## src/rtl/mem_stage_pkg.sv

```systemverilog
// Shared definitions for the memory-access pipeline stage.
// Holds the stage FSM encoding and the default data-memory geometry.
package mem_stage_pkg;

  // Default data memory size (8-bit words) and matching address width.
  localparam int DM_DEPTH = 32;
  localparam int DM_AW    = 5;

  // IDLE accepts instructions; LOAD_WAIT covers the registered memory read.
  typedef enum logic [0:0] {
    IDLE      = 1'b0,
    LOAD_WAIT = 1'b1
  } state_t;

endpackage

```

## src/rtl/data_mem.sv

```systemverilog
// Data memory for the memory-access stage: DEPTH x 8 words, synchronous
// write, registered read and a synchronous clear of every word on reset.
// Build option DM_PARITY_EN widens each word with an even-parity bit and
// reports a parity mismatch on the registered read word.
module data_mem
  import mem_stage_pkg::*;
#(
  parameter int DEPTH = DM_DEPTH,
  parameter int AW    = DM_AW
) (
  input  logic          clk,
  input  logic          reset,
  input  logic          we_i,
  input  logic          re_i,
  input  logic [AW-1:0] addr_i,
  input  logic [7:0]    wdata_i,
  output logic [7:0]    rdata_o,
  output logic          perr_o
);

`ifdef DM_PARITY_EN
  localparam int WW = 9;
`else
  localparam int WW = 8;
`endif

  logic [WW-1:0] mem_q [DEPTH];
  logic [WW-1:0] rword_q;
  logic [WW-1:0] wword;

`ifdef DM_PARITY_EN
  // Bit 8 makes the total number of ones in the stored word even.
  assign wword  = {^wdata_i, wdata_i};
  assign perr_o = ^rword_q;
`else
  assign wword  = wdata_i;
  assign perr_o = 1'b0;
`endif

  assign rdata_o = rword_q[7:0];

  // Clear the whole array on reset, otherwise write and/or read the addressed word.
  always_ff @(posedge clk) begin
    if (reset) begin
      for (int i = 0; i < DEPTH; i++) begin
        mem_q[i] <= '0;
      end
      rword_q <= '0;
    end else begin
      if (we_i) begin
        mem_q[addr_i] <= wword;
      end
      if (re_i) begin
        rword_q <= mem_q[addr_i];
      end
    end
  end

endmodule

```

## src/rtl/mem_access_stage.sv

```systemverilog
// Memory-access pipeline stage. Non-load instructions retire one cycle after
// transfer at full throughput; loads stall one extra cycle while the
// registered memory read completes. Out-of-range accesses and conflicting
// read+write controls are suppressed and raise a sticky err flag.
// Optional build macro: DM_PARITY_EN (per-word parity, mismatch sets err).
module mem_access_stage
  import mem_stage_pkg::*;
#(
  parameter int DEPTH = DM_DEPTH,
  parameter int AW    = DM_AW
) (
  input  logic       clk,
  input  logic       reset,
  input  logic       in_valid,
  output logic       in_ready,
  input  logic [7:0] alu_result,
  input  logic [7:0] store_data,
  input  logic       mem_read,
  input  logic       mem_write,
  input  logic       mem_to_reg,
  input  logic [2:0] rd_in,
  input  logic       reg_write_in,
  output logic [7:0] mux_ans_dm,
  output logic [2:0] rd_out,
  output logic       reg_write_out,
  output logic       out_valid,
  output logic       err
);

  state_t        state_q;
  logic [7:0]    mux_ans_q;
  logic [2:0]    rd_out_q;
  logic          reg_write_out_q;
  logic          out_valid_q;
  logic          err_q;

  // Load context captured on the transfer edge and consumed in LOAD_WAIT.
  logic [7:0]    ld_alu_q;
  logic [2:0]    ld_rd_q;
  logic          ld_reg_write_q;
  logic          ld_mem_to_reg_q;
  logic          ld_oor_q;

  logic          xfer;
  logic          is_load;
  logic          is_store;
  logic          is_both;
  logic          oor;
  logic [AW-1:0] addr;
  logic          mem_we;
  logic          mem_re;
  logic [7:0]    mem_rdata;
  logic          mem_perr;

  assign in_ready = (state_q == IDLE);
  assign xfer     = in_valid & in_ready;
  assign is_load  = mem_read & ~mem_write;
  assign is_store = mem_write & ~mem_read;
  assign is_both  = mem_read & mem_write;
  assign addr     = alu_result[AW-1:0];
  // Any set bit above the address field means the access is out of range.
  assign oor      = (alu_result >> AW) != 8'h00;
  assign mem_we   = xfer & is_store & ~oor;
  assign mem_re   = xfer & is_load & ~oor;

  data_mem #(
    .DEPTH (DEPTH),
    .AW    (AW)
  ) u_mem (
    .clk     (clk),
    .reset   (reset),
    .we_i    (mem_we),
    .re_i    (mem_re),
    .addr_i  (addr),
    .wdata_i (store_data),
    .rdata_o (mem_rdata),
    .perr_o  (mem_perr)
  );

  // Stage FSM with registered outputs; reset wins over any transfer.
  always_ff @(posedge clk) begin
    if (reset) begin
      state_q         <= IDLE;
      mux_ans_q       <= 8'h00;
      rd_out_q        <= 3'd0;
      reg_write_out_q <= 1'b0;
      out_valid_q     <= 1'b0;
      err_q           <= 1'b0;
      ld_alu_q        <= 8'h00;
      ld_rd_q         <= 3'd0;
      ld_reg_write_q  <= 1'b0;
      ld_mem_to_reg_q <= 1'b0;
      ld_oor_q        <= 1'b0;
    end else begin
      out_valid_q <= 1'b0;
      case (state_q)
        IDLE: begin
          if (xfer) begin
            if ((oor && (is_load || is_store)) || is_both) begin
              err_q <= 1'b1;
            end
            if (is_load) begin
              state_q         <= LOAD_WAIT;
              ld_alu_q        <= alu_result;
              ld_rd_q         <= rd_in;
              ld_reg_write_q  <= reg_write_in;
              ld_mem_to_reg_q <= mem_to_reg;
              ld_oor_q        <= oor;
            end else begin
              out_valid_q     <= 1'b1;
              mux_ans_q       <= alu_result;
              rd_out_q        <= rd_in;
              reg_write_out_q <= reg_write_in;
            end
          end
        end
        LOAD_WAIT: begin
          state_q         <= IDLE;
          out_valid_q     <= 1'b1;
          rd_out_q        <= ld_rd_q;
          reg_write_out_q <= ld_reg_write_q;
          if (ld_oor_q) begin
            mux_ans_q <= 8'h00;
          end else if (ld_mem_to_reg_q) begin
            mux_ans_q <= mem_rdata;
          end else begin
            mux_ans_q <= ld_alu_q;
          end
          // Parity is only meaningful when the read actually happened.
          if (!ld_oor_q && mem_perr) begin
            err_q <= 1'b1;
          end
        end
        default: state_q <= IDLE;
      endcase
    end
  end

  assign mux_ans_dm    = mux_ans_q;
  assign rd_out        = rd_out_q;
  assign reg_write_out = reg_write_out_q;
  assign out_valid     = out_valid_q;
  assign err           = err_q;

endmodule

```

## config.mk

```make
export PLATFORM = sky130hd
export DESIGN_NAME = mem_access_stage
export DESIGN_NICKNAME = d
export VERILOG_FILES = /design/src/rtl/mem_stage_pkg.sv /design/src/rtl/data_mem.sv /design/src/rtl/mem_access_stage.sv
export SDC_FILE = /design/constraint.sdc
export NUM_CORES = 1
export LEC_CHECK = 0
export ABC_AREA = 1
export CORE_ASPECT_RATIO = 0.8
export CORE_MARGIN = 2
export CORE_UTILIZATION = 45
export CTS_CLUSTER_DIAMETER = 150
export DETAILED_ROUTE_END_ITERATION = 6
export GPL_TIMING_DRIVEN = 0
export PLACE_DENSITY_LB_ADDON = 0.12
export SLEW_MARGIN = 30
export SYNTH_ARGS = -nofsm -noshare
export SYNTH_HDL_FRONTEND = slang
export SYNTH_SLANG_ARGS = --single-unit
```

## constraint.sdc

```tcl
create_clock -name clk -period 3.9 [get_ports clk]
set_clock_uncertainty 0.15 [all_clocks]
set_input_delay 0.78 -clock clk [delete_from_list [all_inputs] [get_ports clk]]
set_output_delay 0.78 -clock clk [all_outputs]
set_load 0.005 [all_outputs]
```

=== Yosys cells after proc, flatten, opt, wreduce, memory -nomap -nowiden ===
Memories as Yosys holds them, arrays and structs flattened. A register that Yosys moved wholly into a read port is not among the register bits.
Index checks and enable logic that the tools add are counted.

* Word-level logic and storage cells: 63
* RAM bits: 256
* Input bits: 26
* Memories: 1
* Output and inout port bits: 15
* Register bits: 29

{| class="wikitable"
|+ Memory list
! name !! words !! width !! rd ports !! clocked after Yosys merged registers in !! wr ports !! RTL line !! RTL
|-
| u_mem.mem_q || 32 || 8 || 1 || 1 || 32 || data_mem.sv:27 || <nowiki>logic [WW-1:0] mem_q [DEPTH];</nowiki>
|}

* Reductions and logical operators: 8
* Multiplexer cells: 28
* Bitwise gates (word level): 12
* Equality and inequality tests: 3

{| class="wikitable"
|+ Operators by type and width
! kind !! number
|-
| $mux 8 || 5
|-
| $pmux 8 s2 || 1
|-
| $mux 1 || 15
|-
| $and 1x1->1 || 8
|-
| $reduce_bool 8->1 || 1
|-
| $reduce_or 8->1 || 1
|-
| $mux 3 || 2
|-
| $pmux 1 s2 || 3
|-
| $pmux 3 s2 || 1
|-
| $reduce_and 3->1 || 2
|-
| $mux 5 || 1
|-
| $ne 2x1->1 const B || 2
|-
| $not 1->1 || 4
|-
| $logic_or 1x1->1 || 2
|-
| $ne 2x2->1 const B || 1
|-
| $reduce_and 2->1 || 1
|-
| $logic_and 1x1->1 || 1
|}

=== Logic depth before layout (Yosys ltp) ===
Gate-level depths: netlist of the first run.

* Depth in word-level cells: 9
* Depth in mapped cells: 14
* Mapped depth without buffers: 11

=== Hierarchy ===
A second synthesis of the first run with hierarchy kept.

* Cell total of the unflattened synthesis: 1572
* Area total of the unflattened synthesis: 13594.3 µm²

{| class="wikitable"
|+ Modules (own cells, without submodules)
! module !! seq. area each (µm²) !! times used !! area an instance (µm²) !! cells each
|-
| data_mem || 7847.5 || 1 || 12285.5 || 1397
|-
| mem_access_stage || 580.6 || 1 || 1308.8 || 175
|}

=== Worst setup path before layout of the first run ===
Ideal clock, no wire load.

* Path kind: in2reg
* Start: input alu_result[0]
* End: memory u_mem.mem_q[13][0], enable pin
* Library setup time: 329 ps
* Cell stages on the path: 7
* Data arrival time: 2207 ps
* Buffers on the path: 3
* Slack: 1214 ps
* Path through: buf_2 inv_2 buf_2 buf_1 nor3_4 nand2_2 nand2_1

{| class="wikitable"
|+ RTL lines
! what !! RTL line !! RTL
|-
| from (decl) || mem_access_stage.sv:16 || <nowiki>input logic [7:0] alu_result,</nowiki>
|-
| to (decl) || data_mem.sv:27 ||
|}

==> metrics.txt, run 1 <==
status=finished, final reports clean; Hold-fix buffers, CTS=0; Multi-input gate area=4520 sq um; largest cells by area after synthesis=edfxtp_1 57%, nand2_1 19%, nor2_1 8.3%; CTS root buf=clkbuf_16; post-synth top area share=0.572; Pwr per Cell Area=around 450 nW/um^2; kind of critical path=primary input to register; Worst-Skew Late Latency=~0.57 ns; P_sw=roughly 1.7 mW; largest net degree at the start of global routing=15; # rows=56; DRC violations left=0; switch share=0.244; fin cells=roughly 2.0k; DR vias=around 11k; Area growth, synth to finish=13.4%; hold depth=2; RePlAce Congestion=just over 0.9; initial cell density of the core=0.458; # IOs=41; synthesized flop and latch total=around 290; vias per cell=about 5.3; Worst Setup Start Kind=primary input; Final Setup Violations=0; cells on worst reg2reg path=7; leading area contributor after synthesis=edfxtp_1; die area=31,300 sq um; initial DRC count=approximately 1.3k; Ys Warns=0; uppermost routed layer=met4; list of most frequent post-synthesis cells=677 x nand2_1, 298 x nor2_1, 256 x edfxtp_1; Avg Inst Size Synth=a little under 9 sq um; max_slew headroom=0.342; Antenna Cells=0; Reg power frac=0.514; Final ANT Viol Nets=0; Setup crit end kind=register; Avg WL per Cell=approximately 21 microns; FF/Latch Area=8430 sq um; WP data required=3.96 ns; CTS clock-pin slew for the worst setup and hold paths=~0.060 ns; Final HPWL DP=roughly 29 mm; CP max stage delay=~0.9 ns; RSZ-0062 raised after global routing=false; vias in the first global route=slightly above 10k; fin crit period=approximately 3.8 ns; count leader, synth=nand2_1; Post-DP Area=approximately 14,000 sq um; critical path's slowest cell=nor3_4; Worst Hold Launch=err; worst path bufs/invs=1; Cells after Synth=1,546; postcts setup bufs=0; final worst-path cycle share=0.963; Core Footprint=between 20,000 and 30,000 sq um; die outline height=159 microns; worst-margin pin slew=about 0.99 ns; Post-synth ARST share=0; f_max=around 0.27 GHz; H-tree depth=1; crit-path max FO=9; metal3 WL=around 4.3 mm; worst hold path type=register to register; Seq/Total Area, Yosys=0.627; Tot GR Track Use=0.272; cell count after placement=1,962; die width=197 microns; WL final=41.4 mm; WL met2=~17 mm; clock group share of total power=0.404; Final #Nets=roughly 1.6k; Reg2Reg Launch Point=state_q; Logic pwr share=0.082; share of cells above drive strength 1=0.0512; TritonCTS buffer count=30; worst-path cell chain=clkdlybuf4s50_1, nor3_2, nand4_1, nor3_4, nand2_2, nand2_1; Post-Syn Area=~13,000 sq um; max cap viols=0; internal power=approximately 5.2 mW; Worst Path Arrival=approximately 3.8 ns; initial antenna violation count=0; CTS tree=done; first-pass GRT wire length=~60 mm; R2R setup slack=about 0.50 ns; Synth cell types=22; ys flop type=edfxtp_1; Buffers on Ports=39; CP delay by family, top=simple AND/OR/NAND/NOR gates; hold slack=0.307 ns; maximum VDD drop=approximately 0.00033 V; endpoints failing hold=0; max-slew violations=0; CTS sink count=slightly below 300; post-synthesis net count=around 1.6k; worst hold path endpoint=err; Pleak=around 6.6 nW; fillers=between 2k and 3k; First-pass DRT Iterations=6; RR Endpoint=u_mem.mem_q[10][7]; wire length on met1=~19 mm; clock buffer depth=3; grt ovf=0; design area=~15,000 sq um; # resized after CTS=0; EDFF count, synth=around 260
## worst max path at each step
| stage | startpoint | to | slack [ns] | cells past startpoint |
|---|---|---|---|---|
| 2_1_floorplan | alu_result[0] | u_mem.mem_q[13][0] | 1.21 | 7 |
| 3_3_place_gp | alu_result[7] | u_mem.mem_q[21][3] | -0.36 | 6 |
| 3_5_place_dp | alu_result[7] | u_mem.mem_q[1][1] | -0.34 | 6 |
| 4_1_cts | alu_result[7] | u_mem.mem_q[8][2] | 0.24 | 6 |
| 5_1_grt | alu_result[7] | u_mem.mem_q[1][7] | 0.07 | 6 |
| 6_report | alu_result[7] | u_mem.mem_q[10][7] | 0.14 | 6 |
## kinds of logic (layout without fill, tap and decap cells)
group,count (synthesis),after routing,synth area share
flops,293,293,0.627
fa+ha+maj,3,3,0.00279
buf+inv,132,226,0.0371
compound gates,72,72,0.0287
simple gates,1046,1046,0.305
## cell type report
type,instances,share of cell area
Sequential cell,293,0.553
Timing Repair Buffer,39,0.0256
Multi-Input combinational cell,1121,0.297
Inverter,46,0.0113
Tap cell,377,0.0309
Clock inverter,19,0.00903
Buffer,86,0.0215
Clock buffer,36,0.0521
## layout by cell type (no fill, tap or decap)
master / synthesis / routed
a21oi_1: 34 / 34
a31oi_1: 4 / 4
buf_1: 7 / 7
buf_2: 3 / 3
bufinv_16: 0 / 2
clkbuf_1: 76 / 80
clkbuf_16: 0 / 31
clkbuf_2: 0 / 1
clkdlybuf4s50_1: 0 / 39
clkinv_1: 1 / 9
clkinv_2: 0 / 8
clkinvlp_4: 0 / 1
dfxtp_1: 37 / 37
edfxtp_1: 256 / 256
ha_1: 3 / 3
inv_1: 44 / 44
inv_2: 1 / 1
nand2_1: 677 / 677
nand2_2: 32 / 32
nand3_1: 25 / 25
nand4_1: 1 / 1
nor2_1: 298 / 298
nor2_2: 1 / 1
nor3_1: 8 / 8
nor3_2: 1 / 1
nor3_4: 3 / 3
o211ai_1: 8 / 8
o21ai_0: 26 / 26
## per-layer routing
layer  GRT usage  up-vias
met4      0.0884        0
li1            -     5082
met3      0.0659      101
met5           0        -
met2       0.403      484
met1       0.392     5027
## power by group through the flow
stage	sequential, mW	combinational [mW]	clock [mW]
floorplan	3.61	0.313	0
global placement	3.62	0.556	0
detailed placement	3.62	0.558	0
CTS	3.56	0.561	2.81
global route	3.57	0.621	2.94
finish	3.56	0.571	2.80
## sequential cells by signal, indices dropped and copies added, names as in the netlist
| signal | count |
|---|---|
| u_mem.mem_q | 256 |
| ld_alu_q | 8 |
| mux_ans_dm | 8 |
| u_mem.rdata_o | 8 |
| ld_rd_q | 3 |
| rd_out | 3 |
| err | 1 |
| ld_mem_to_reg_q | 1 |
| ld_oor_q | 1 |
| ld_reg_write_q | 1 |
| out_valid | 1 |
| reg_write_out | 1 |
| state_q | 1 |
## metrics by stage
stage	TNS, ns	utilization	power, mW	worst slack, ns
final	0	0.519	6.92	0.143
after global routing	0	0.519	7.13	0.0749
after CTS	0	0.519	6.93	0.242
after detailed placement	-62.23	0.487	4.18	-0.339
after global placement	-67.62	0.487	4.18	-0.360
after floorplan	0	-	3.93	1.21
## worst register-to-register path: stages (launching register included)
cell	delay (ns)
dfxtp_1	0.36
inv_1	0.19
nand2_1	0.10
inv_1	0.08
nand4_1	0.50
nor3_4	0.89
nand2_2	0.34
nand2_1	0.44
Power figures use the tool's default switching activity.
==> run 2: changes to the inputs <==
--- a/config.mk
+++ b/config.mk
@@ -16,4 +16,5 @@
 export SLEW_MARGIN = 30
 export SYNTH_ARGS = -nofsm -noshare
 export SYNTH_HDL_FRONTEND = slang
+export SYNTH_HIERARCHICAL = 1
 export SYNTH_SLANG_ARGS = --single-unit
==> metrics.txt, run 2 <==
setup TNS=0 ns (unchanged); mux contribution to synthesized area=0 (unchanged); CTS sink count=293 (unchanged); vias per cell=5.23 (-1.4%); postcts setup bufs=0 (unchanged); Cells after Synth=1,572 (+1.7%); Pleak=6.87 nW (+4.4%); Final #Nets=1,673 (+1.6%); vias in the first global route=10.3k (+0.74%); first-pass GRT wire length=60.5 mm (-2.0%); Reg2Reg Launch Point=state_q; crit-path max FO=9 (unchanged); largest family of logic cells by synthesized area=simple AND/OR/NAND/NOR gates; critical path's slowest cell=nor3_4; list of most frequent post-synthesis cells=682 x nand2_1, 310 x nor2_1, 256 x edfxtp_1; RSZ-0062 raised after global routing=false; Post-Synth Simple-Gate Area=0.308 (+0.00350); fillers=2,764 (+1.7%); die outline height=159 microns (+0.53%); CTS clock-pin slew for the worst setup and hold paths=0.06 ns (about the same); RePlAce Congestion=0.941 (+1.9%); count leader, synth=nand2_1; Avg WL per Cell=19.1 microns (-6.8%); Tot GR Track Use=0.254 (-0.0171); maximum VDD drop=0.000335 V (+1.4%); die area=31,600 sq um (+1.1%); f_max=0.264 GHz (-0.65%); Synth cell types=26 (+18%); grt ovf=0 (unchanged); post-synth top area share=0.565 (-0.00621); largest reg by FF count=u_mem/mem_q; DRC violations left=0 (unchanged); largest cells by area after synthesis=edfxtp_1 57%, nand2_1 19%, nor2_1 8.6%; Worst Setup Start Kind=primary input; Worst-Skew Late Latency=0.56 ns (about the same); TritonCTS buffer count=30 (unchanged); CTS root buf=clkbuf_16; largest net degree at the start of global routing=15 (unchanged); Pwr per Cell Area=444 nW/um^2 (-2.2%); H-tree depth=1 (unchanged); synthesized flop and latch total=293 (unchanged); cell count after placement=2,018 (+2.9%); CP max stage delay=0.74 ns (-0.15 ns); initial cell density of the core=0.461 (+0.00283); worst path bufs/invs=3 (+2); kind of critical path=primary input to register; First-pass DRT Iterations=5 (-1); most frequent cells in the layout=682 x nand2_1, 310 x nor2_1, 256 x edfxtp_1; WP data required=3.94 ns (-0.02 ns); Post-Synth Adder-Cell Area=0.00276 (-0.0000303); XOR/XNOR Fraction of Synth Area=0 (unchanged); Ys Warns=6 (+6); most used cell along the critical path=nand2_1; Antenna Cells=0 (unchanged); # rows=56 (unchanged); Avg Inst Size Synth=8.65 sq um (-0.57%); max-slew violations=0 (unchanged); leading area contributor after synthesis=edfxtp_1; # IOs=41 (unchanged); Compound-Gate Fraction of Synth Area=0.0265 (-0.00215); Post-synth ARST share=0 (unchanged); # resized after CTS=0 (unchanged); Critical Path Sink=u_mem/mem_q[17][5]; Hold-fix buffers, CTS=0 (unchanged); max_slew headroom=0.334 (-0.00744); status=finished, final reports clean; Buffers on Ports=40 (+2.6%); R2R setup slack=0.68 ns (+0.18 ns); Final ANT Viol Nets=0 (unchanged); Setup crit end kind=register; share of cells above drive strength 1=0.0666 (+0.0154); Multi-input gate area=4590 sq um (+1.6%); ys flop type=edfxtp_1; Core Footprint=29,500 sq um (+0.48%); Worst path depth=7 (+1); final worst-path cycle share=0.970 (+0.00634); CTS tree=done; clock buffer depth=3 (unchanged); EDFF count, synth=256 (unchanged); max reg flops=256 (unchanged); Final HPWL DP=27.8 mm (-4.0%); worst-margin pin slew=0.998 ns (+0.0112 ns); max cap viols=0 (unchanged); Worst Path Arrival=3.83 ns (about the same); Seq/Total Area, Yosys=0.620 (-0.00681); post-synthesis net count=1,601 (+1.7%); worst setup path startpoint=reset; Area growth, synth to finish=13.8%; worst hold path type=register to register; FF/Latch Area=8430 sq um (unchanged); initial antenna violation count=0 (unchanged); Post-Syn Area=13,600 sq um (+1.1%); RR Endpoint=u_mem/mem_q[17][5]; fin cells=2,073 (+2.8%); worst-path cell chain=clkdlybuf4s50_1, buf_2, inv_1, nand2_1, nor3_4, nand2_2, nand2_1; Final Setup Violations=0 (unchanged); cells on worst reg2reg path=7 (unchanged); DR vias=10.8k (+1.3%); die width=198 microns (+0.54%); initial DRC count=1,130 (-13%); total power=6.88 mW (-0.66%); CP delay by family, top=simple AND/OR/NAND/NOR gates; most common cell after layout, fill and taps aside=nand2_1; WL final=39.7 mm (-4.2%); endpoints failing hold=0 (unchanged); fin crit period=3.78 ns (+0.0247 ns)
==> run 2: changes by cell type after synthesis, moves of 4 or more <==
cell	delta
nand2_1	+5
buf_2	+10
clkbuf_1	-14
nor2_1	+12
inv_1	+7
a31oi_1	-4
==> run 2: area by class of cell <==
cell class	instances	share of cell area
multi-input cells	1139	0.297
well taps	406	0.0328
clock inverters	12	0.00380
repair buffers	40	0.0259
clock buffers	43	0.0591
plain buffers	86	0.0241
inverters	54	0.0131
flip-flops and latches	293	0.545
==> run 2: worst reg2reg max path, cell delays in order (launching register included) <==
cell and delay [ns]:
dfxtp_1 0.37, nor2_4 0.21, nand2_1 0.08, nor2_1 0.16, nand2_1 0.24, nor3_4 0.74
nand2_2 0.37, nand2_1 0.53
==> run 2: routing by layer <==
metal	part of all wire	vias up	global-route usage	wire, microns
met5	0	-	0	0
met4	0.021	0	0.0571	835
met3	0.096	61	0.0477	3800
met2	0.44	472	0.389	17500
met1	0.44	5162	0.376	17600
li1	-	5142	-	-
==> run 2: kinds of logic after synthesis <==
logic type	Yosys count
fa+ha+maj	3
flops	293
compound gates	68
simple gates	1067
other cells	1
buf+inv	140
==> run 2: where the power goes <==
group	switching (mW)	total [mW]	internal [mW]	leakage, nW
clock	1.22	2.84	1.62	0.486
combinational	0.387	0.525	0.138	3.33
sequential	0.0290	3.51	3.48	3.05
==> run 2: worst min path at each step <==
stage	from	end	slack [ns]	depth (start not counted)
finish	ld_alu_q[1]	ld_alu_q[1]	0.30	2
detailed placement	ld_rd_q[0]	ld_rd_q[0]	0.29	2
global route	ld_rd_q[2]	ld_rd_q[2]	0.33	2
CTS	ld_rd_q[1]	ld_rd_q[1]	0.30	2
floorplan	ld_rd_q[2]	ld_rd_q[2]	0.27	2
global placement	ld_rd_q[1]	ld_rd_q[1]	0.28	2
==> run 2: through the flow <==
step | instance area (sq um) | util | setup slack, ns | hold slack [ns]
after detailed placement | 14500 | 0.492 | -0.367 | 0.293
after global routing | 15500 | 0.525 | 0.0426 | 0.326
final | 15500 | 0.525 | 0.119 | 0.303
after floorplan | 13600 | - | 1.31 | 0.274
after CTS | 15500 | 0.525 | 0.208 | 0.303
after global placement | 14500 | 0.492 | -0.289 | 0.284
==> run 3: changes to the inputs <==
--- a/config.mk
+++ b/config.mk
@@ -8,12 +8,12 @@
 export ABC_AREA = 1
 export CORE_ASPECT_RATIO = 0.8
 export CORE_MARGIN = 2
-export CORE_UTILIZATION = 45
+export CORE_UTILIZATION = 35
 export CTS_CLUSTER_DIAMETER = 150
 export DETAILED_ROUTE_END_ITERATION = 6
 export GPL_TIMING_DRIVEN = 0
 export PLACE_DENSITY_LB_ADDON = 0.12
-export SLEW_MARGIN = 30
+export SLEW_MARGIN = 5
 export SYNTH_ARGS = -nofsm -noshare
 export SYNTH_HDL_FRONTEND = slang
 export SYNTH_HIERARCHICAL = 1
==> metrics.txt, run 3 (synthesis gave the netlist of run 2 again) <==
total power=7.27 mW (+5.7%); initial antenna violation count=0 (unchanged); uppermost routed layer=met5; kind of critical path=primary input to register; worst-margin pin slew=0.992 ns (-0.00582 ns); endpoints failing hold=0 (unchanged); fin util=0.411 (-0.114); Area growth, synth to finish=15.6%; # IOs=41 (unchanged); Avg WL per Cell=19.9 microns (+4.0%); design area=15,700 sq um (+1.6%); H-tree depth=2 (+1); initial DRC count=916 (-19%); clock buffer depth=3 (unchanged); max_slew headroom=0.338 (+0.00388); setup TNS=0 ns (unchanged); status=finished, final reports clean; CTS tree=done; # resized after CTS=0 (unchanged); worst slack at placement=-0.306 ns (+0.0606 ns); WL final=43.1 mm (+8.6%); grt ovf=0 (unchanged); Final HPWL DP=29.9 mm (+7.8%); Pleak=6.92 nW (+0.75%); fillers=3,907 (+41%); Final #Nets=1,678 (+0.30%); final worst-path cycle share=0.947 (-0.0229); Worst-Skew Late Latency=0.53 ns (-0.03 ns); max-slew violations=0 (unchanged); fin crit period=3.69 ns (-0.0895 ns); Core Footprint=38,300 sq um (+30%); crit-path max FO=10 (+1); vias per cell=4.96 (-5.1%); f_max=0.271 GHz (+2.4%); initial cell density of the core=0.355 (-0.106); cell count after placement=2,107 (+4.4%); first-pass GRT wire length=64.6 mm (+6.8%); Final Setup Violations=0 (unchanged); vias in the first global route=10.4k (+1.2%); Pwr per Cell Area=463 nW/um^2 (+4.1%); Setup crit end kind=register; Worst Setup Start Kind=primary input; Final ANT Viol Nets=0 (unchanged); CTS sink count=293 (unchanged); Tot GR Track Use=0.217 (-0.0373); most common cell after layout, fill and taps aside=nand2_1; Hold-fix buffers, CTS=0 (unchanged); die outline height=180 microns (+13%); DRC violations left=0 (unchanged); metal3 WL=3.73 mm (-1.9%); largest reg by FF count=u_mem/mem_q; Antenna Cells=0 (unchanged); max cap viols=0 (unchanged); hold slack=0.295 ns (-0.00756 ns); die width=224 microns (+13%); # rows=64 (+14%); die area=40,400 sq um (+28%); max reg flops=256 (unchanged); fin cells=2,166 (+4.5%); postcts setup bufs=0 (unchanged); CTS clock-pin slew for the worst setup and hold paths=0.06 ns (about the same); largest net degree at the start of global routing=14 (-1); Worst Path Arrival=3.72 ns (-0.11 ns); RSZ-0062 raised after global routing=false; CTS root buf=clkbuf_16; share of cells above drive strength 1=0.0670 (+0.000439); Buffers on Ports=40 (unchanged); TritonCTS buffer count=35 (+17%); Setup WS post-layout=0.208 ns (+0.0895 ns); WP data required=3.93 ns (about the same); WL met2=18.6 mm (+6.4%); wire length on met1=19.7 mm (+12%); DR vias=10.7k (-0.83%); worst hold path type=register to register; First-pass DRT Iterations=5 (unchanged); most frequent cells in the layout=682 x nand2_1, 310 x nor2_1, 256 x edfxtp_1; maximum VDD drop=0.000377 V (+13%); RePlAce Congestion=0.908 (-3.6%); Post-DP Area=14,600 sq um (+0.77%)
==> run 3: critical path, cell delays in order <==
cell,delay (ns)
clkdlybuf4s50_1,0.53
buf_4,0.23
inv_2,0.08
buf_2,0.23
buf_2,0.28
nor3_4,0.79
nand2_2,0.34
nand2_1,0.43
==> run 3: per-layer routing <==
layer | vias to the layer above | track usage
met5 | - | 0.00717
met4 | 2 | 0.0638
met3 | 74 | 0.0470
met2 | 409 | 0.323
met1 | 5095 | 0.317
li1 | 5167 | -
==> run 3: cell type report <==
| class | count | area, sq um | area share |
|---|---|---|---|
| buffer | 86 | 373 | 0.0237 |
| clock buffer | 43 | 948 | 0.0603 |
| clock inverter | 16 | 158 | 0.0100 |
| inverter | 54 | 203 | 0.0129 |
| multi-input combinational | 1139 | 4590 | 0.292 |
| sequential | 293 | 8430 | 0.536 |
| tap | 495 | 619 | 0.0394 |
| timing repair buffer | 40 | 400 | 0.0255 |
==> run 3: worst paths after layout <==
path                       from                 to  slack (ns)  cells past startpoint
hold / removal       ld_rd_q[1]         ld_rd_q[1]        0.30                      2
hold reg to reg      ld_rd_q[1]         ld_rd_q[1]        0.30                      2
setup / recovery  alu_result[0]  u_mem/mem_q[9][5]        0.21                      8
setup reg to reg        state_q  u_mem/mem_q[9][5]        0.78                      7
==> run 3: power breakdown <==
group / total (mW) / leakage, nW / switching (mW) / internal [mW]
Combinational: 0.541 / 3.33 / 0.403 / 0.138
Clock: 3.22 / 0.537 / 1.30 / 1.92
Sequential: 3.52 / 3.05 / 0.0292 / 3.49
Total: 7.27 / 6.92 / 1.73 / 5.54
==> edit 1: new RTL, settings of run 1 <==
Build with the macro `DM_PARITY_EN` defined.
--- a/src/rtl/data_mem.sv
+++ b/src/rtl/data_mem.sv
@@ -4,2 +4,4 @@
 // reports a parity mismatch on the registered read word.
+`define DM_PARITY_EN
+
 module data_mem
Function: same outputs for any inputs over 4 cycles, from zero or initial values and one cycle with reset high; that may be too few to reach the edited logic, so the function may still have changed.
==> edit 1 against run 1 <==
- synthesized area is 8.7% higher
- register-to-register slack gained 0.31 ns
- clock power rose by 8.9%
- die area rose by 8.5%
- design area increased by 8.4%
- sequential power grew 12%
- combinational power grew 19%
- setup slack improved by 0.22 ns
- non-clock buffer count down 1
- global-route usage increased by 1.7 points
- power increased by 11%
- sequential cell count is 33 higher
- routed wire length is 15% higher
- critical path type unchanged
- largest cell class unchanged
- largest power group unchanged
==> edit 1: results (changes against run 1) <==
| Metric | Value |
|---|---|
| Seq/Total Area, Yosys | `0.6438 (was 0.6268)` |
| First-pass GRT wire length | `69.83 mm (was 61.71 mm)` |
| DRT Wirelength | `47.77 mm (was 41.44 mm)` |
| Synthesized-area fraction occupied by adder cells | `0.002568 (was 0.002791)` |
| Final #Nets | `1676 (was 1646)` |
| Sequential Power Share | `0.515 (was 0.514)` |
| Reg-to-reg setup timing slack | `0.81 ns (was 0.50 ns)` |
| P_leak | `0.006675 uW (was 0.006580 uW)` |
| WHS | `0.3301 ns (was 0.3067 ns)` |
| Share of cells above drive strength 1 | `0.05988 (was 0.05122)` |
| Clock network power share | `0.396 (was 0.404)` |
| Post-synthesis cell type count | `26 (was 22)` |
| Via count of the routed design | `11660 (was 10690)` |
| Number of synthesized flops with an enable pin | `288 (was 256)` |
| Outcome | `finished, final reports clean (unchanged)` |
| Max_slew headroom | `0.2891 (was 0.3419)` |
| Post-Layout Cell Count | `2090 (was 2017)` |
| Switch share | `0.2516 (was 0.2439)` |
| Placed cell count | `2031 (was 1962)` |
| Clk_lat worst skew | `0.54 ns (was 0.57 ns)` |
| Number of buffers created by CTS | `34 (was 30)` |
| Routability cong. | `1.005 (was 0.9235)` |
| Peak VDD IR | `0.0003143 V (was 0.0003298 V)` |
| Total global-route track usage | `0.2886 (was 0.2715)` |
| Fillers | `2955 (was 2717)` |
| Commonest cells in the netlist | `530 x nand2_1, 345 x nor2_1, 288 x edfxtp_1, 86 x nand3_1, 66 x clkbuf_1 (was 677 x nand2_1, 298 x nor2_1, 256 x edfxtp_1, 76 x clkbuf_1, 44 x inv_1)` |
| Critical path peak fanout | `10 (was 9)` |
| Top post-synthesis cells by area | `edfxtp_1 59%, nand2_1 14%, nor2_1 8.9% (was edfxtp_1 57%, nand2_1 19%, nor2_1 8.3%)` |
| Critical Path Max Stage Delay | `0.73 ns (was 0.89 ns)` |
| Tmin final | `3.533 ns (was 3.757 ns)` |
| Post-place instance area | `15510 um^2 (was 14310 um^2)` |
| Post-Synth XOR/XNOR Area | `0.004195 (was 0)` |
edit 1: cell count changes after synthesis, moves of 4 or more:
cell and delta:
nand4_1 +26, edfxtp_1 +32, a21oi_1 +9, xnor2_1 +6
clkbuf_1 -10, buf_2 +13, nand2_1 -147, nand3_1 +61
nand2_2 -8, nor2_1 +47, inv_1 -4
edit 1: routing by layer:
layer,track usage,vias to the layer above,routed length (um)
met1,0.4306,5611,20990
met3,0.05318,96,4971
met2,0.4249,608,20230
li1,-,5346,-
met5,0,-,0
met4,0.09516,0,1581
edit 1: path summary, 6_finish.rpt:
path	from	to	depth (start not counted)
setup reg to reg	state_q$_SDFF_PP0_	u_mem.mem_q[9][6]$_SDFFCE_PN0P_	7
hold reg to reg	ld_rd_q[0]$_SDFFE_PP0P_	rd_out[0]$_SDFFE_PP0P_	2
setup / recovery	alu_result[7]	u_mem.mem_q[9][6]$_SDFFCE_PN0P_	6
hold / removal	ld_rd_q[0]$_SDFFE_PP0P_	rd_out[0]$_SDFFE_PP0P_	2
edit 1: final cells by class:
type,instances,area (um^2),area share
Buffer,87,349.1,0.02113
Clock buffer,43,925.9,0.05606
Clock inverter,16,77.57,0.004697
Inverter,45,168.9,0.01023
Multi-Input combinational cell,1116,4691,0.2840
Sequential cell,326,9409,0.5697
Tap cell,420,525.5,0.03182
Timing Repair Buffer,37,370.4,0.02242
edit 1: cells by family after synthesis:
kind of cell	after synthesis
AND/OR/NAND/NOR	1025
XOR/XNOR	7
buffers and inverters	132
AO/OA/AOI/OAI	81
adder cells (fa/ha/maj)	3
flip-flops	326
edit 1: worst min-delay path, stage by stage (launching register included):
cell and delay (ns):
dfxtp_1 0.31, nand2_1 0.05, a31oi_1 0.07
==> edit 2: new RTL, flow settings as in run 1 <==
Made on the original files. Put one more register stage on the output `err`, cleared by the reset. The value now appears one clock later. The other outputs are not delayed to match.
--- a/src/rtl/mem_access_stage.sv
+++ b/src/rtl/mem_access_stage.sv
@@ -142,3 +142,9 @@
   assign out_valid     = out_valid_q;
-  assign err           = err_q;
+  always_ff @(posedge clk) begin
+    if (reset) begin
+      err <= '0;
+    end else begin
+      err <= err_q;
+    end
+  end
 
Formal check against the unedited RTL: not equivalent (a bounded check fails within 4 cycles, from zero or initial values and one cycle with reset high).
==> edit 2 against run 1 <==
- first-iteration DRC count shrank 19%
- core utilization rose by 0.85 points
- setup slack improved by 0.61 ns
- design area is 2.4% higher
- combinational power rose by 4.0%
- routed wire length is 2.9% higher
- power is 6.3% higher
- non-clock buffer count did not move
- sequential cell count rose by 1
- synthesized area up 1.3%
==> edit 2: results (changes against run 1) <==
| Metric | Value |
|---|---|
| Path depth of the worst reg2reg path | `8 (was 7)` |
| I/O Buffers | `38 (was 39)` |
| P_leak | `0.006728 uW (was 0.006580 uW)` |
| Number of buffers created by CTS | `31 (was 30)` |
| Syn nets | `1581 (was 1575)` |
| Reg clk slew, reported paths | `0.06 ns (about the same)` |
| Ys Warns | `0 (unchanged)` |
| Hold_buf cts | `0 (unchanged)` |
| First-pass GRT wire length | `62.91 mm (was 61.71 mm)` |
| Total global-route track usage | `0.2710 (was 0.2715)` |
| Share of cells above drive strength 1 | `0.07468 (was 0.05122)` |
| Initial antenna violation count | `1 (was 0)` |
| Critical path peak fanout | `10 (was 9)` |
| Biggest register | `u_mem.mem_q (unchanged)` |
| DRT Pass-1 Iters | `6 (unchanged)` |
| Seq/Total Area, Yosys | `0.6203 (was 0.6268)` |
| Clk_lat worst skew | `0.58 ns` |
| GR Util met2 | `0.3892 (was 0.4029)` |
| Antenna diodes | `0 (unchanged)` |
| Root Buffer | `clkbuf_16 (unchanged)` |
| Worst EP arrival | `3.19 ns (was 3.82 ns)` |
| Top post-synthesis cells by area | `edfxtp_1 56%, nand2_1 19%, nor2_1 8.2% (was edfxtp_1 57%, nand2_1 19%, nor2_1 8.3%)` |
| DRT Wirelength | `42.65 mm (was 41.44 mm)` |
| Outcome | `finished, final reports clean (unchanged)` |
| Peak VDD IR | `0.0003520 V (was 0.0003298 V)` |
| Max reg flops | `256 (unchanged)` |
| Vias in the first global route | `10240 (was 10200)` |
| Met3 Usage GRT | `0.06058 (was 0.06588)` |
| Met1 Track Usage GR | `0.4026 (was 0.3924)` |
| Via count of the routed design | `10880 (was 10690)` |
| Post-CTS setup-driven buffer insertion count | `0 (unchanged)` |
| Asr flop ratio synth | `0 (unchanged)` |
| Pin count of the biggest net entering global routing | `15 (unchanged)` |
| Detailed Place HPWL | `29.32 mm (was 28.90 mm)` |
| Initial DRC count | `1051 (was 1301)` |
| Final #Nets | `1652 (was 1646)` |
| Clk buf depth | `3 (unchanged)` |
| Post-cts gate resize count | `0 (unchanged)` |
| CTS H-tree depth | `1 (unchanged)` |
| Max_slew headroom | `0.3171 (was 0.3419)` |
| Routability cong. | `0.9362 (was 0.9235)` |
| Number of synthesized flops with an enable pin | `256 (unchanged)` |
| Commonest cells in the netlist | `674 x nand2_1, 299 x nor2_1, 256 x edfxtp_1, 49 x clkbuf_1, 46 x inv_1 (was 677 x nand2_1, 298 x nor2_1, 256 x edfxtp_1, 76 x clkbuf_1, 44 x inv_1)` |
| Worst hold path stage count | `2 (unchanged)` |
| Synth Flop Type | `edfxtp_1 (unchanged)` |
| Post-synthesis cell type count | `27 (was 22)` |
| Hold crit path type | `flop to flop (unchanged)` |
[edit 2: final timing paths]
kind,from,to,slack [ns]
worst min-delay path,err_q$_SDFFE_PP0P_,err$_SDFF_PP0_,0.28
worst max-delay path,reset,u_mem.mem_q[20][7]$_SDFFCE_PN0P_,0.75
worst min register to register,err_q$_SDFFE_PP0P_,err$_SDFF_PP0_,0.28
worst max register to register,state_q$_SDFF_PP0_,u_mem.mem_q[17][7]$_SDFFCE_PN0P_,1.28
[edit 2: per-layer routing]
layer	routed length, um	vias up
li1	-	5130
met1	19130	5131
met2	17730	527
met3	4213	90
met4	1583	0
met5	0	-
[edit 2: area by class of cell]
cell class / instances / area [um^2]
plain buffers: 87 / 372.9
fillers: 2851 / 13970
repair buffers: 38 / 380.4
well taps: 406 / 508.0
flip-flops and latches: 294 / 8448
inverters: 51 / 191.4
clock inverters: 20 / 285.3
multi-input cells: 1120 / 4607
clock buffers: 37 / 808.3
[edit 2: worst max-delay path, stage by stage]
cell and delay, ns:
clkdlybuf4s50_1 0.51, inv_1 0.21, clkbuf_1 0.38, clkbuf_1 0.80, nand2_1 0.50
[edit 2: kinds of logic after synthesis]
| logic type | Yosys count | share of synthesized area |
|---|---|---|
| adder cells (fa/ha/maj) | 3 | 0.002756 |
| AO/OA/AOI/OAI | 75 | 0.02986 |
| AND/OR/NAND/NOR | 1042 | 0.3057 |
| flip-flops | 294 | 0.6203 |
| buffers and inverters | 138 | 0.04143 |
[edit 2: where the power goes]
group / switching [uW] / leakage (uW) / total [uW] / internal, uW
combinational: 445 / 0.00330 / 594 / 149
sequential: 38.1 / 0.00290 / 3570 / 3530
clock: 1260 / 0.000523 / 3200 / 1940
total: 1740 / 0.00673 / 7360 / 5620
[edit 2: metrics by stage]
stage                     cell area (um^2)  setup slack, ns  power (uW)  cells  utilization
final                                15600           0.7509        7362   2053       0.5276
after global routing                 15600           0.6942        7561   2053       0.5276
after CTS                            15600           0.8389        7363   2053       0.5276
after detailed placement             14510           0.2542        4214   1996       0.4906
after global placement               14510           0.2041        4210   1996       0.4906
after floorplan                      13620            1.421        3949   1552            -
